### src/rtl/door_lock_pkg.sv
// Shared constants for the door-lock motor path.
// State codes, direction codes and H-bridge drive patterns.
package door_lock_pkg;

  localparam logic [2:0] S_IDLE    = 3'd0;
  localparam logic [2:0] S_RUN_CW  = 3'd1;
  localparam logic [2:0] S_RUN_ACW = 3'd2;
  localparam logic [2:0] S_BRAKE   = 3'd3;
  localparam logic [2:0] S_FAULT   = 3'd4;

  localparam logic [1:0] DIR_NONE = 2'd0;
  localparam logic [1:0] DIR_CW   = 2'd1;
  localparam logic [1:0] DIR_ACW  = 2'd2;

  // {A,B} leg patterns; 2'b11 is never used
  localparam logic [1:0] COAST     = 2'b00;
  localparam logic [1:0] DRIVE_CW  = 2'b10;
  localparam logic [1:0] DRIVE_ACW = 2'b01;

  function automatic logic [1:0] drive_of(
    input logic [2:0] s
  );
    logic [1:0] d;
    d = COAST;
    if (s == S_RUN_CW) d = DRIVE_CW;
    else if (s == S_RUN_ACW) d = DRIVE_ACW;
    return d;
  endfunction

endpackage

### src/rtl/door_motor_driver_sync_2ff.sv
// Two-flop synchronizer for asynchronous inputs.
// Width is parameterized; flops reset low.
module sync_2ff #(
  parameter int W = 1
) (
  input  logic         clk_i,
  input  logic         rst_ni,
  input  logic [W-1:0] d_i,
  output logic [W-1:0] q_o
);

  logic [W-1:0] ff1_q;
  logic [W-1:0] ff2_q;

  // two-stage metastability filter
  always_ff @(posedge clk_i or negedge rst_ni) begin
    if (!rst_ni) begin
      ff1_q <= '0;
      ff2_q <= '0;
    end else begin
      ff1_q <= d_i;
      ff2_q <= ff1_q;
    end
  end

  assign q_o = ff2_q;

endmodule

### src/rtl/door_motor_driver.sv
// H-bridge driver for the door bolt motor.
// Runs to limit, brakes on reversal, latches faults.
module door_motor_driver
  import door_lock_pkg::*;
#(
  parameter int RUN_TIMEOUT = 1000,
  parameter int DEADTIME    = 8,
  parameter int CNT_W       = 16
) (
  input  logic CLK,
  input  logic RST_N,
  input  logic CMD_CW,
  input  logic CMD_ACW,
  input  logic LIM_LOCKED,
  input  logic LIM_UNLOCKED,
  input  logic CLR_FAULT,
  output logic MOT_A,
  output logic MOT_B,
  output logic BUSY,
  output logic LOCKED,
  output logic UNLOCKED,
  output logic FAULT
);

  localparam logic [CNT_W-1:0] RUN_LAST =
    CNT_W'(RUN_TIMEOUT - 1);
  localparam logic [CNT_W-1:0] DT_LAST =
    CNT_W'(DEADTIME - 1);

  logic [1:0]       lim_s;
  logic             locked_s;
  logic             unlocked_s;
  logic             sens_err;
  logic [1:0]       cmd;
  logic [2:0]       state_q, state_d;
  logic [CNT_W-1:0] cnt_q, cnt_d;
  logic [1:0]       pend_q, pend_d;
  logic [1:0]       mot_q;
  logic             busy_q;
  logic             fault_q;

  sync_2ff #(
    .W(2)
  ) u_sync (
    .clk_i (CLK),
    .rst_ni(RST_N),
    .d_i   ({LIM_LOCKED, LIM_UNLOCKED}),
    .q_o   (lim_s)
  );

  assign locked_s   = lim_s[1];
  assign unlocked_s = lim_s[0];
  assign sens_err   = locked_s & unlocked_s;

  // decode command pulses; both high means none
  always_comb begin
    cmd = DIR_NONE;
    if (CMD_CW && !CMD_ACW) cmd = DIR_CW;
    else if (CMD_ACW && !CMD_CW) cmd = DIR_ACW;
  end

  // next state, move counter and pending reversal
  always_comb begin
    state_d = state_q;
    cnt_d   = cnt_q;
    pend_d  = pend_q;
    case (state_q)
      S_IDLE: begin
        pend_d = DIR_NONE;
        if (sens_err)
          state_d = S_FAULT;
        else if (cmd == DIR_CW && !locked_s)
          state_d = S_RUN_CW;
        else if (cmd == DIR_ACW && !unlocked_s)
          state_d = S_RUN_ACW;
      end
      S_RUN_CW: begin
        cnt_d = cnt_q + CNT_W'(1);
        if (sens_err)
          state_d = S_FAULT;
        else if (locked_s)
          state_d = S_IDLE;
        else if (cnt_q == RUN_LAST)
          state_d = S_FAULT;
        else if (cmd == DIR_ACW) begin
          state_d = S_BRAKE;
          pend_d  = DIR_ACW;
        end
      end
      S_RUN_ACW: begin
        cnt_d = cnt_q + CNT_W'(1);
        if (sens_err)
          state_d = S_FAULT;
        else if (unlocked_s)
          state_d = S_IDLE;
        else if (cnt_q == RUN_LAST)
          state_d = S_FAULT;
        else if (cmd == DIR_CW) begin
          state_d = S_BRAKE;
          pend_d  = DIR_CW;
        end
      end
      S_BRAKE: begin
        cnt_d = cnt_q + CNT_W'(1);
        if (cmd != DIR_NONE) pend_d = cmd;
        if (sens_err)
          state_d = S_FAULT;
        else if (cnt_q == DT_LAST) begin
          if (pend_d == DIR_CW && !locked_s)
            state_d = S_RUN_CW;
          else if (pend_d == DIR_ACW && !unlocked_s)
            state_d = S_RUN_ACW;
          else
            state_d = S_IDLE;
        end
      end
      S_FAULT: begin
        pend_d = DIR_NONE;
        if (CLR_FAULT) state_d = S_IDLE;
      end
      default: begin
        state_d = S_IDLE;
        pend_d  = DIR_NONE;
      end
    endcase
    if (state_d != state_q) cnt_d = '0;
    if (state_d != S_BRAKE) pend_d = DIR_NONE;
  end

  // state, counter and registered outputs
  always_ff @(posedge CLK or negedge RST_N) begin
    if (!RST_N) begin
      state_q <= S_IDLE;
      cnt_q   <= '0;
      pend_q  <= DIR_NONE;
      mot_q   <= COAST;
      busy_q  <= 1'b0;
      fault_q <= 1'b0;
    end else begin
      state_q <= state_d;
      cnt_q   <= cnt_d;
      pend_q  <= pend_d;
      mot_q   <= drive_of(state_d);
      busy_q  <= (state_d == S_RUN_CW) ||
                 (state_d == S_RUN_ACW) ||
                 (state_d == S_BRAKE);
      fault_q <= (state_d == S_FAULT);
    end
  end

  assign MOT_A    = mot_q[1];
  assign MOT_B    = mot_q[0];
  assign BUSY     = busy_q;
  assign FAULT    = fault_q;
  assign LOCKED   = locked_s;
  assign UNLOCKED = unlocked_s;

endmodule
### config.mk
export PLATFORM = sky130hd
export DESIGN_NAME = door_motor_driver
export DESIGN_NICKNAME = d
export VERILOG_FILES = /design/src/rtl/door_lock_pkg.sv /design/src/rtl/door_motor_driver_sync_2ff.sv /design/src/rtl/door_motor_driver.sv
export SDC_FILE = /design/constraint.sdc
export NUM_CORES = 1
export LEC_CHECK = 0
export BUFFER_PORTS_ARGS = -buffer_cell sky130_fd_sc_hd__clkbuf_2
export CORE_ASPECT_RATIO = 1.1
export CORE_MARGIN = 5
export CORE_UTILIZATION = 59
export CTS_BUF_LIST = sky130_fd_sc_hd__clkbuf_16
export DETAILED_ROUTE_END_ITERATION = 6
export PLACE_DENSITY_LB_ADDON = 0.15
export SLEW_MARGIN = 30
export SYNTH_ARGS = -nofsm -noshare
export SYNTH_HDL_FRONTEND = slang
export SYNTH_SLANG_ARGS = --single-unit
export TNS_END_PERCENT = 30
### constraint.sdc
create_clock -name CLK -period 8 [get_ports CLK]
set_clock_uncertainty 0.15 [all_clocks]
set_input_delay 0.8 -clock CLK [delete_from_list [all_inputs] [get_ports CLK]]
set_output_delay 0.8 -clock CLK [all_outputs]
set_load 0.1 [all_outputs]
[After elaboration in Yosys (flattened, before gate mapping)]
Index checks and enable logic that the tools add are counted.
W data, S select, Z words.
Storage, ports and cells
  register bits after elaboration: 29
  input bits: 7
  output and inout bits: 6
Cells by class
  add/subtract/negate cells: 1
  equal/unequal tests: 24
  mux-type cells: 35
  bitwise gates (word level): 1
  reduce and logical (&&, ||, !) cells: 17
Operators by type and width (count)
  $mux W3: 14
  $mux W16: 2
  $mux W2: 16
  $ne A3 B3 Y1 const B: 8
  $add A16 B1 Y16 const B: 1
  $eq A16 B10 Y1 const B: 1
  $eq A16 B3 Y1 const B: 1
  $pmux W3 S5: 1
  $eq A3 B2 Y1 const B: 4
  $reduce_and A8 Y1: 1
  $eq A3 B1 Y1 const B: 2
  $eq A3 B3 Y1 const B: 2
  $logic_and A1 B1 Y1: 6
  $pmux W2 S3: 1
  $eq A2 B1 Y1 const B: 2
  $eq A2 B2 Y1 const B: 2
  $logic_not A1 Y1: 4
  $reduce_bool A2 Y1: 2
  $logic_not A3 Y1: 1
  $ne A3 B2 Y1 const B: 1
  $ne A3 B3 Y1: 1
  $reduce_or A3 Y1: 1
  $logic_or A1 B1 Y1: 2
  $and A1 B1 Y1: 1
  $mux W1: 1

[Depth between registers and ports, before layout]
Gate-level depths: netlist of run 1.
  depth in word-level cells: 17
  depth in mapped cells: 8
  gate-level depth less buffers: 8

[Modules after synthesis]
Synthesis of run 1 repeated with hierarchy kept, for this count alone.
Unflattened totals
  cells, all modules: 179
  area total of the unflattened synthesis: 1845.5 um^2
Modules (own cells, without submodules)
  door_motor_driver: times used 1, cells each 175, area each 1745.4 um^2
  sync_2ff: times used 1, cells each 4, area each 100.1 um^2

[Worst setup path before layout of run 1]
OpenSTA, ideal clock, no wires.
  path type: register -> register
  start point: register u_sync.ff2_q[1] (netlist: u_sync.q_o[1])
  end point: register cnt_q[0]
  library setup time: 146 ps
  arrival time: 2552 ps
  required time: 7704 ps
  slack: 5152 ps
  cell stages (with the launch flop): 8
  clock period less this slack: 2848 ps
  cells stage by stage: dfrtp_1 > buf_2 > nand2b_1 > a31oi_1 > o32a_2 > nand3_1 > buf_2 > a2111oi_4
On the way
  longest elaborated chain between the ends: 8
  elaborated cells on any way between the ends: 16
  classes of those cells: eq/ne (1); mux (10); bitwise (1); reduce/logical (4)
Ends and longest elaborated chain
  start: declaration: RTL line door_motor_driver_sync_2ff.sv:13  | logic [W-1:0] ff2_q;
  start signal: assignment: RTL line door_motor_driver_sync_2ff.sv:22  | ff2_q <= ff1_q;
  $logic_not A1 Y1: RTL line door_motor_driver.sv:72, door_motor_driver.sv:109
  $logic_and A1 B1 Y1: RTL line door_motor_driver.sv:109  | if (pend_d == DIR_CW && !locked_s)
  $mux W2: RTL line door_motor_driver.sv:109
  $mux W3: RTL line door_motor_driver.sv:108  | else if (cnt_q == DT_LAST) begin
  $mux W3: RTL line door_motor_driver.sv:106  | if (sens_err)
  $pmux W3 S5 *: RTL line door_motor_driver.sv:67  | case (state_q)
  $ne A3 B3 Y1 *: RTL line door_motor_driver.sv:126  | if (state_d != state_q) cnt_d = '0;
  $mux W16 or $reduce_bool A2 Y1 (tied branches)
  end signal: assignment: RTL line door_motor_driver.sv:141  | cnt_q <= cnt_d;
  end: declaration: RTL line door_motor_driver.sv:36  | logic [CNT_W-1:0] cnt_q, cnt_d;
Mark *: on every way between the ends. The rest lies on a longest branch, timed or not.
A chain may end at the register's enable or synchronous reset.

[Final worst setup path of run 1]
  start point: register cnt_q[0]
  end point: register cnt_q[5]
On the way
  longest elaborated chain between the ends: 7
  elaborated cells on any way between the ends: 16
  classes of those cells: add/sub (1); eq/ne (3); mux (11); reduce/logical (1)
Ends and longest elaborated chain (RTL line)
  $eq A16 B10 Y1: door_motor_driver.sv:83, door_motor_driver.sv:96
  $mux W3, on equally long branches: door_motor_driver.sv:96, door_motor_driver.sv:83
  $mux W3, on equally long branches: door_motor_driver.sv:94, door_motor_driver.sv:81
  $mux W3, on equally long branches: door_motor_driver.sv:92, door_motor_driver.sv:79
  $pmux W3 S5: door_motor_driver.sv:67
  $ne A3 B3 Y1: door_motor_driver.sv:126
  $mux W16 or $reduce_bool A2 Y1 (tied branches)
Several ways; a longest one is shown, not always the timed one. The select of a mux whose other input is x is not followed.

==> flow_summary.yaml, run 1 <==
status:
  status: "finished, final reports clean"
place:
  place.gp.congestion: 0.8882
  dp_hpwl_um: 2877
  port_buffers: 12
cells_and_area:
  num-fill-cells: 262
  syn2layout_area_growth_pct: 9.613
  drive_gt1_share_pct: 21.94
  regArea_um2: 725.7
  final_common_cell: "dfrtp_1"
  antenna-diode-count: 0
  layout_common_cells: "dfrtp_1, clkbuf_2, nor2_1"
  multi_input_area_mm2: 0.001169
  nets: 206
timing:
  fin_crit_ns: 2.922
  tightestPinTransition_ns: 0.7497
  setup_viol: 0
  clock.fmax_ghz: 0.3422
  rsz0062_at_grt: "no"
  hold_viol_final: 0
  finalCritPeriodShare_pct: 36.53
  final.setup.tns_ns: 0
  slew_headroom_pct: 50.02
  maxSlewViolCount: 0
global_route:
  grt_max_degree: 30
  track_usage_pct: 19.54
  grt-ovfl-total: 0
  antenna_found_initial: 0
  grt_pass1_wl_um: 6948
  grt_pass1_vias: 1473
die:
  initial_core_util_pct: 60.68
  io_pins: 13
  core_mm2: 0.003303
  num_rows: 22
  die_w_um: 65.58
  die_h_um: 71.13
  die_area_mm2: 0.004664
synthesis:
  seq_area_frac_synth_pct: 36.20
  synthArstFlopShare_pct: 100.0
  synth_fp_nets: 195
  avgSynthCellArea_um2: 10.89
  synth_edf_count: 0
  syn_inst: 184
  synth_ff_type: "dfrtp_1"
  synth_seq_cells: 29
  synth_area_mm2: 0.002004
  synth_cell_types: 55
  yosys_warnings: 0
cts:
  cts-resized-gates: 0
  cts_buffers: 5
  cts_tree: "yes"
  clk_path_buf_depth: 2
  root_buffer: "clkbuf_16"
  postCtsSetupRepairBufs: 0
  hold_buffers: 0
  clk-insertion-delay-late_ns: 0.27
  cts_max_level: 2
  path_clk_slew_ns: 0.05
  cts_sinks: 29
routing:
  vias: 1516
  wl_per_cell_um: 17.84
  drt_iter0_drc: 106
  wl_um: 4139
  firstDrtPassIters: 4
  viasPerCell: 6.534
  remaining_drc_errors: 0
  ant_nets: 0
critical_path:
  cp_max_fo: 16
  rr_startpoint: "cnt_q[0]$_DFFE_PN0P_"
  worst_setup_path_end_kind: "flip-flop"
  regToRegSetupSlack_ns: 5.08
  worstSetupStartpoint: "cnt_q[0]$_DFFE_PN0P_"
  path_class: "reg -> reg"
  cp.required_ns: 7.95
  worstPathArrival_ns: 2.87
  startpoint_type: "flip-flop"
power:
  power_density_mw_per_mm2: 263.3
  irDropWorstVdd_mv: 0.1558
  total_power_uw: 578.5
  leakagePower_nw: 0.8135
hold_path:
  min_from: "u_sync.ff1_q[0]$_DFF_PN0_"
  hold_class: "reg -> reg"
job:
  max_cap_violations: 0
[Yosys cell counts, types with 3 or more instances]
| cell | n | area [um2] |
|---|---|---|
| nand3_1 | 6 | 30.03 |
| dfrtp_1 | 29 | 725.7 |
| o21ai_0 | 4 | 20.02 |
| nor4_1 | 3 | 18.77 |
| o32ai_1 | 3 | 26.28 |
| a21oi_1 | 5 | 25.02 |
| nand2_1 | 10 | 37.54 |
| a2111oi_0 | 7 | 61.31 |
| buf_2 | 6 | 30.03 |
| xor2_1 | 5 | 43.79 |
| nor3_1 | 5 | 25.02 |
| nand4_1 | 5 | 31.28 |
| inv_1 | 10 | 37.54 |
| ha_1 | 4 | 50.05 |
| a2111oi_4 | 10 | 275.3 |
| xnor2_1 | 10 | 87.58 |
| nor2_1 | 11 | 41.29 |
| nand2b_1 | 4 | 25.02 |
| nor2b_1 | 3 | 18.77 |
[layer usage]
layer / up-vias / track usage [%] / share of wire [%]
li1: 726 / - / -
met1: 737 / 23.34 / 40
met2: 40 / 32.96 / 54
met3: 13 / 4.127 / 3.9
met4: 0 / 9.677 / 2.5
met5: - / 0 / 0
[sequential cells by signal, summed over array words and instances, names as in the netlist]
signal,count
FAULT,1
u_sync.q_o,2
u_sync.ff1_q,2
state_q,3
mot_q,2
BUSY,1
pend_q,2
cnt_q,16
[kinds of logic (layout without fill, tap and decap cells)]
kind of cell | Yosys count | in the layout | synth area share [%]
and+or+nand+nor | 62 | 62 | 17.67
AOI/OAI and AO/OA | 51 | 51 | 30.21
DFF | 29 | 29 | 36.20
buffers and inverters | 21 | 33 | 5.868
xor gates and xnor gates | 15 | 15 | 6.554
adders and majority gates | 4 | 4 | 2.497
muxes | 2 | 2 | 0.9988
[worst max-delay path, stage by stage (launching register included)]
cell       delay (ns)
dfrtp_1          0.41
ha_1             0.27
and4bb_1         0.25
and4_1           0.27
or3_4            0.42
o221a_4          0.43
a2111oi_0        0.56
[final cells by class]
cell class              count  share of cell area, %
clock buffers               5                  5.695
clock inverters             3                 0.5695
inverters                  10                  1.708
multi-input cells         134                  53.19
flip-flops and latches     29                  33.03
well taps                  36                  2.050
repair buffers             15                  3.759
[stage by stage]
step | util [%] | hold WS [ns] | cells | area [um2] | setup WS, ns
floorplan | - | 0.1812 | 184 | 2004 | 5.152
finish | 66.52 | 0.2139 | 232 | 2197 | 5.078
detailed placement | 62.35 | 0.2036 | 224 | 2059 | 4.949
CTS | 66.52 | 0.2125 | 232 | 2197 | 5.083
global route | 66.52 | 0.2263 | 232 | 2197 | 4.964
global placement | 62.35 | 0.1821 | 224 | 2059 | 5.127
[worst paths after layout]
kind	end	cells past startpoint
max	cnt_q[5]$_DFFE_PN0P_	6
min	u_sync.q_o[0]$_DFF_PN0_	0
max reg2reg	cnt_q[5]$_DFFE_PN0P_	6
min reg2reg	u_sync.q_o[0]$_DFF_PN0_	0
max in group asynchronous	mot_q[1]$_DFF_PN0_	1
min in group asynchronous	state_q[2]$_DFF_PN0_	1
[report_power, final]
group / switching, mW / total, mW / internal, mW
logic: 0.161 / 0.219 / 0.0579
registers: 0.0257 / 0.187 / 0.161
clock network: 0.0603 / 0.172 / 0.112
(Power assumes the default switching activity.)
==> inputs of run 2 (changes only) <==
--- a/config.mk
+++ b/config.mk
@@ -5,10 +5,11 @@
 export SDC_FILE = /design/constraint.sdc
 export NUM_CORES = 1
 export LEC_CHECK = 0
+export ABC_AREA = 1
 export BUFFER_PORTS_ARGS = -buffer_cell sky130_fd_sc_hd__clkbuf_2
 export CORE_ASPECT_RATIO = 1.1
 export CORE_MARGIN = 5
-export CORE_UTILIZATION = 59
+export CORE_UTILIZATION = 53
 export CTS_BUF_LIST = sky130_fd_sc_hd__clkbuf_16
 export DETAILED_ROUTE_END_ITERATION = 6
 export PLACE_DENSITY_LB_ADDON = 0.15
==> constraint.sdc (replaced) <==
create_clock -name CLK -period 2.4 [get_ports CLK]
set_clock_uncertainty 0.15 [all_clocks]
set_input_delay 0.24 -clock CLK [delete_from_list [all_inputs] [get_ports CLK]]
set_output_delay 0.24 -clock CLK [all_outputs]
set_load 0.1 [all_outputs]
==> run 2 against run 1 <==
- cell area shrank 12%
- synthesized cell count grew 15%
- die area shrank 5.3%
- largest power group unchanged
- final cell count grew 15%
- critical path depth grew 8
- combinational power grew to 3.9 times the previous value
- first-iteration DRC count shrank 36%
- count of clock-buffer cells in the layout is the same
- synthesized area shrank 16%
- maximum frequency grew 43%
- worst setup slack lost 4.7 ns
- clock power grew to 3.2 times the previous value
==> flow_summary.yaml, run 2 <==
power:
  p_clk_share_pct: 27.4
  switching_power_uw: 919.1
  leakagePower_nw: 0.9784
  comb_power_share_pct: 42.2
  power_density_mw_per_mm2: 1043
  pwr-share-seq_pct: 30.4
  power.internal_mw: 1.108
  p_sw_share_pct: 45.34
  irDropWorstVdd_mv: 1.235
cts:
  cts_tree: "yes"
  cts_buffers: 5
  clk-insertion-delay-late_ns: 0.27
  cts_sinks: 29
  path_clk_slew_ns: 0.05
  cts_max_level: 2
  root_buffer: "clkbuf_16"
  clk_path_buf_depth: 2
critical_path:
  path_class: "reg -> reg"
  worst_setup_path_end_kind: "flip-flop"
  cp_top_family: "simple AND/OR/NAND/NOR gates"
  cp_cell_sequence: "ha_1, nand2_1, inv_1, nand2_1, nor2_4, nand3_1, nand2_1, nand2_1, nand2_1, nand2_2, nand2_1, nand2_1, nand3_4, nor2_1"
  regToRegSetupSlack_ns: 0.35
  cp.required_ns: 2.44
  cpPeakStageDelay_ns: 0.40
  startpoint_type: "flip-flop"
  worstPathArrival_ns: 2.09
  crit_path_frequent_cell: "nand2_1"
  worstSetupStartpoint: "cnt_q[0]$_DFFE_PN0P_"
  path_buf_inv: 1
  cp_max_fo: 16
  rr_startpoint: "cnt_q[0]$_DFFE_PN0P_"
  critPathSlowestCell: "dfrtp_1"
routing:
  viasPerCell: 5.124
  remaining_drc_errors: 0
  wl_um: 3462
  vias: 1363
  firstDrtPassIters: 4
  wl_per_cell_um: 13.02
  drt_iter0_drc: 68
  ant_nets: 0
synthesis:
  yosysMostFrequentCell: "nand2_1"
  synthArstFlopShare_pct: 100.0
  synth_seq_cells: 29
  syn_inst: 211
  synth_common_cells: "nand2_1, dfrtp_1, inv_1"
  yosysTopAreaCell: "dfrtp_1"
  yosys_warnings: 0
  synth.area.top_cells: "dfrtp_1, nand2_1, inv_1, xor2_1, nor2_1"
  synth_edf_count: 0
  seq_area_frac_synth_pct: 42.96
  synth_cell_types: 30
  synth_area_mm2: 0.001689
  synth_ff_type: "dfrtp_1"
  synth_top_area_share_pct: 42.96
  avgSynthCellArea_um2: 8.005
  synth_fp_nets: 222
timing:
  final.setup.tns_ns: 0
  maxSlewViolCount: 0
  hold_viol_final: 0
  slew_headroom_pct: 51.46
  clock.fmax_ghz: 0.4883
  fin_crit_ns: 2.048
  rsz0062_at_grt: "no"
  finalCritPeriodShare_pct: 85.33
  tightestPinTransition_ns: 0.7281
  setup_viol: 0
global_route:
  antenna_found_initial: 0
  grt-ovfl-total: 0
  grt_pass1_wl_um: 5968
  grt_pass1_vias: 1336
  track_usage_pct: 17.19
  grt_max_degree: 30
cells_and_area:
  multi_input_area_um2: 828.3
  drive_gt1_share_pct: 19.83
  num-fill-cells: 265
  final_area_mm2: 0.001943
  regArea_um2: 725.7
  final_core_util_pct: 63.75
  largest_reg_flops: 16
  final_common_cell: "nand2_1"
  antenna-diode-count: 0
  nets: 243
  syn2layout_area_growth_pct: 15.04
  top_register: "cnt_q"
  layout_common_cells: "nand2_1, dfrtp_1, inv_1, nor2_1"
  reg.largest.list: "cnt_q (16), state_q (3)"
die:
  core_mm2: 0.003048
  die_h_um: 69.21
  io_pins: 13
  initial_core_util_pct: 55.42
  die_w_um: 63.83
  die_area_mm2: 0.004417
  num_rows: 21
place:
  port_buffers: 12
  dp_hpwl_um: 2566
  placed_area_mm2: 0.001780
  place.gp.congestion: 0.9053
hold_path:
  hold_class: "reg -> reg"
  min_from: "u_sync.ff1_q[0]$_DFF_PN0_"
job:
  max_cap_violations: 0
status:
  status: "finished, final reports clean"
## run 2: cell types whose count changed in the layout (fill, tap and decap cells not counted), moves of 4 or more
cell	before	now
a2111oi_4	10	0
nand2b_1	4	0
nor2_2	0	11
nand2_1	10	54
inv_2	0	5
xnor2_1	10	1
inv_1	10	29
nor2_1	11	23
a2111oi_0	7	0
a21oi_1	5	0
nand3_1	6	12
xor2_1	5	11
## run 2: final timing paths
| check | cells past startpoint | endpoint |
|---|---|---|
| worst min register to register | 0 | u_sync.q_o[0]$_DFF_PN0_ |
| max in group asynchronous | 2 | cnt_q[9]$_DFFE_PN0P_ |
| worst max register to register | 14 | cnt_q[2]$_DFFE_PN0P_ |
| min in group asynchronous | 2 | pend_q[0]$_DFFE_PN0P_ |
| worst max-delay path | 14 | cnt_q[2]$_DFFE_PN0P_ |
| worst min-delay path | 0 | u_sync.q_o[0]$_DFF_PN0_ |
## run 2: layout make-up
class | count | share of cell area, %
repair buffers | 15 | 4.636
multi-input cells | 148 | 42.63
well taps | 34 | 2.189
flip-flops and latches | 29 | 37.35
clock buffers | 5 | 6.439
inverters | 33 | 6.375
clock inverters | 2 | 0.3863
## run 2: power by group through the flow
stage	logic [mW]	registers, mW	clock network, mW
after floorplan	0.506	0.833	0
after global placement	0.840	0.620	0
after detailed placement	0.851	0.623	0
after CTS	0.857	0.616	0.577
after global routing	0.921	0.625	0.602
final	0.856	0.616	0.555
## run 2: kinds of logic after synthesis
group,count (synthesis),synth area share [%]
adders and majority gates,4,2.963
muxes,1,0.5926
DFF,29,42.96
and+or+nand+nor,122,35.78
buffers and inverters,34,8.000
xor gates and xnor gates,12,6.222
AOI/OAI and AO/OA,9,3.481
## run 2: timing repair
action,CTS,global route
resized for setup,0,0
setup buffers,0,0
hold buffers,3,0
hold endpoints to repair,31,0
## run 2: worst register-to-register path, stage by stage (launching register included)
cell and delay, ns:
dfrtp_1 0.40, ha_1 0.22, nand2_1 0.06, inv_1 0.06, nand2_1 0.10, nor2_4 0.05
nand3_1 0.07, nand2_1 0.05, nand2_1 0.06, nand2_1 0.08, nand2_2 0.10, nand2_1 0.06
nand2_1 0.10, nand3_4 0.23, nor2_1 0.18
## run 2: stage by stage
stage	instances	setup WS (ns)	hold slack [ns]	total power [mW]
floorplan	211	0.1553	-0.2056	1.339
global placement	256	0.2424	0.1687	1.460
detailed placement	256	0.1498	0.1851	1.474
CTS	266	0.3403	0.2032	2.050
global route	266	0.1750	0.2112	2.148
finish	266	0.3520	0.1992	2.027
## run 2: routing by layer
layer  track usage [%]  part of all wire, %  vias to the layer above
li1                  -                    -                      702
met1             18.86                   42                      627
met2             30.84                   53                       25
met3             4.538                  3.3                        9
met4             6.467                  1.6                        0
met5                 0                    0                        -
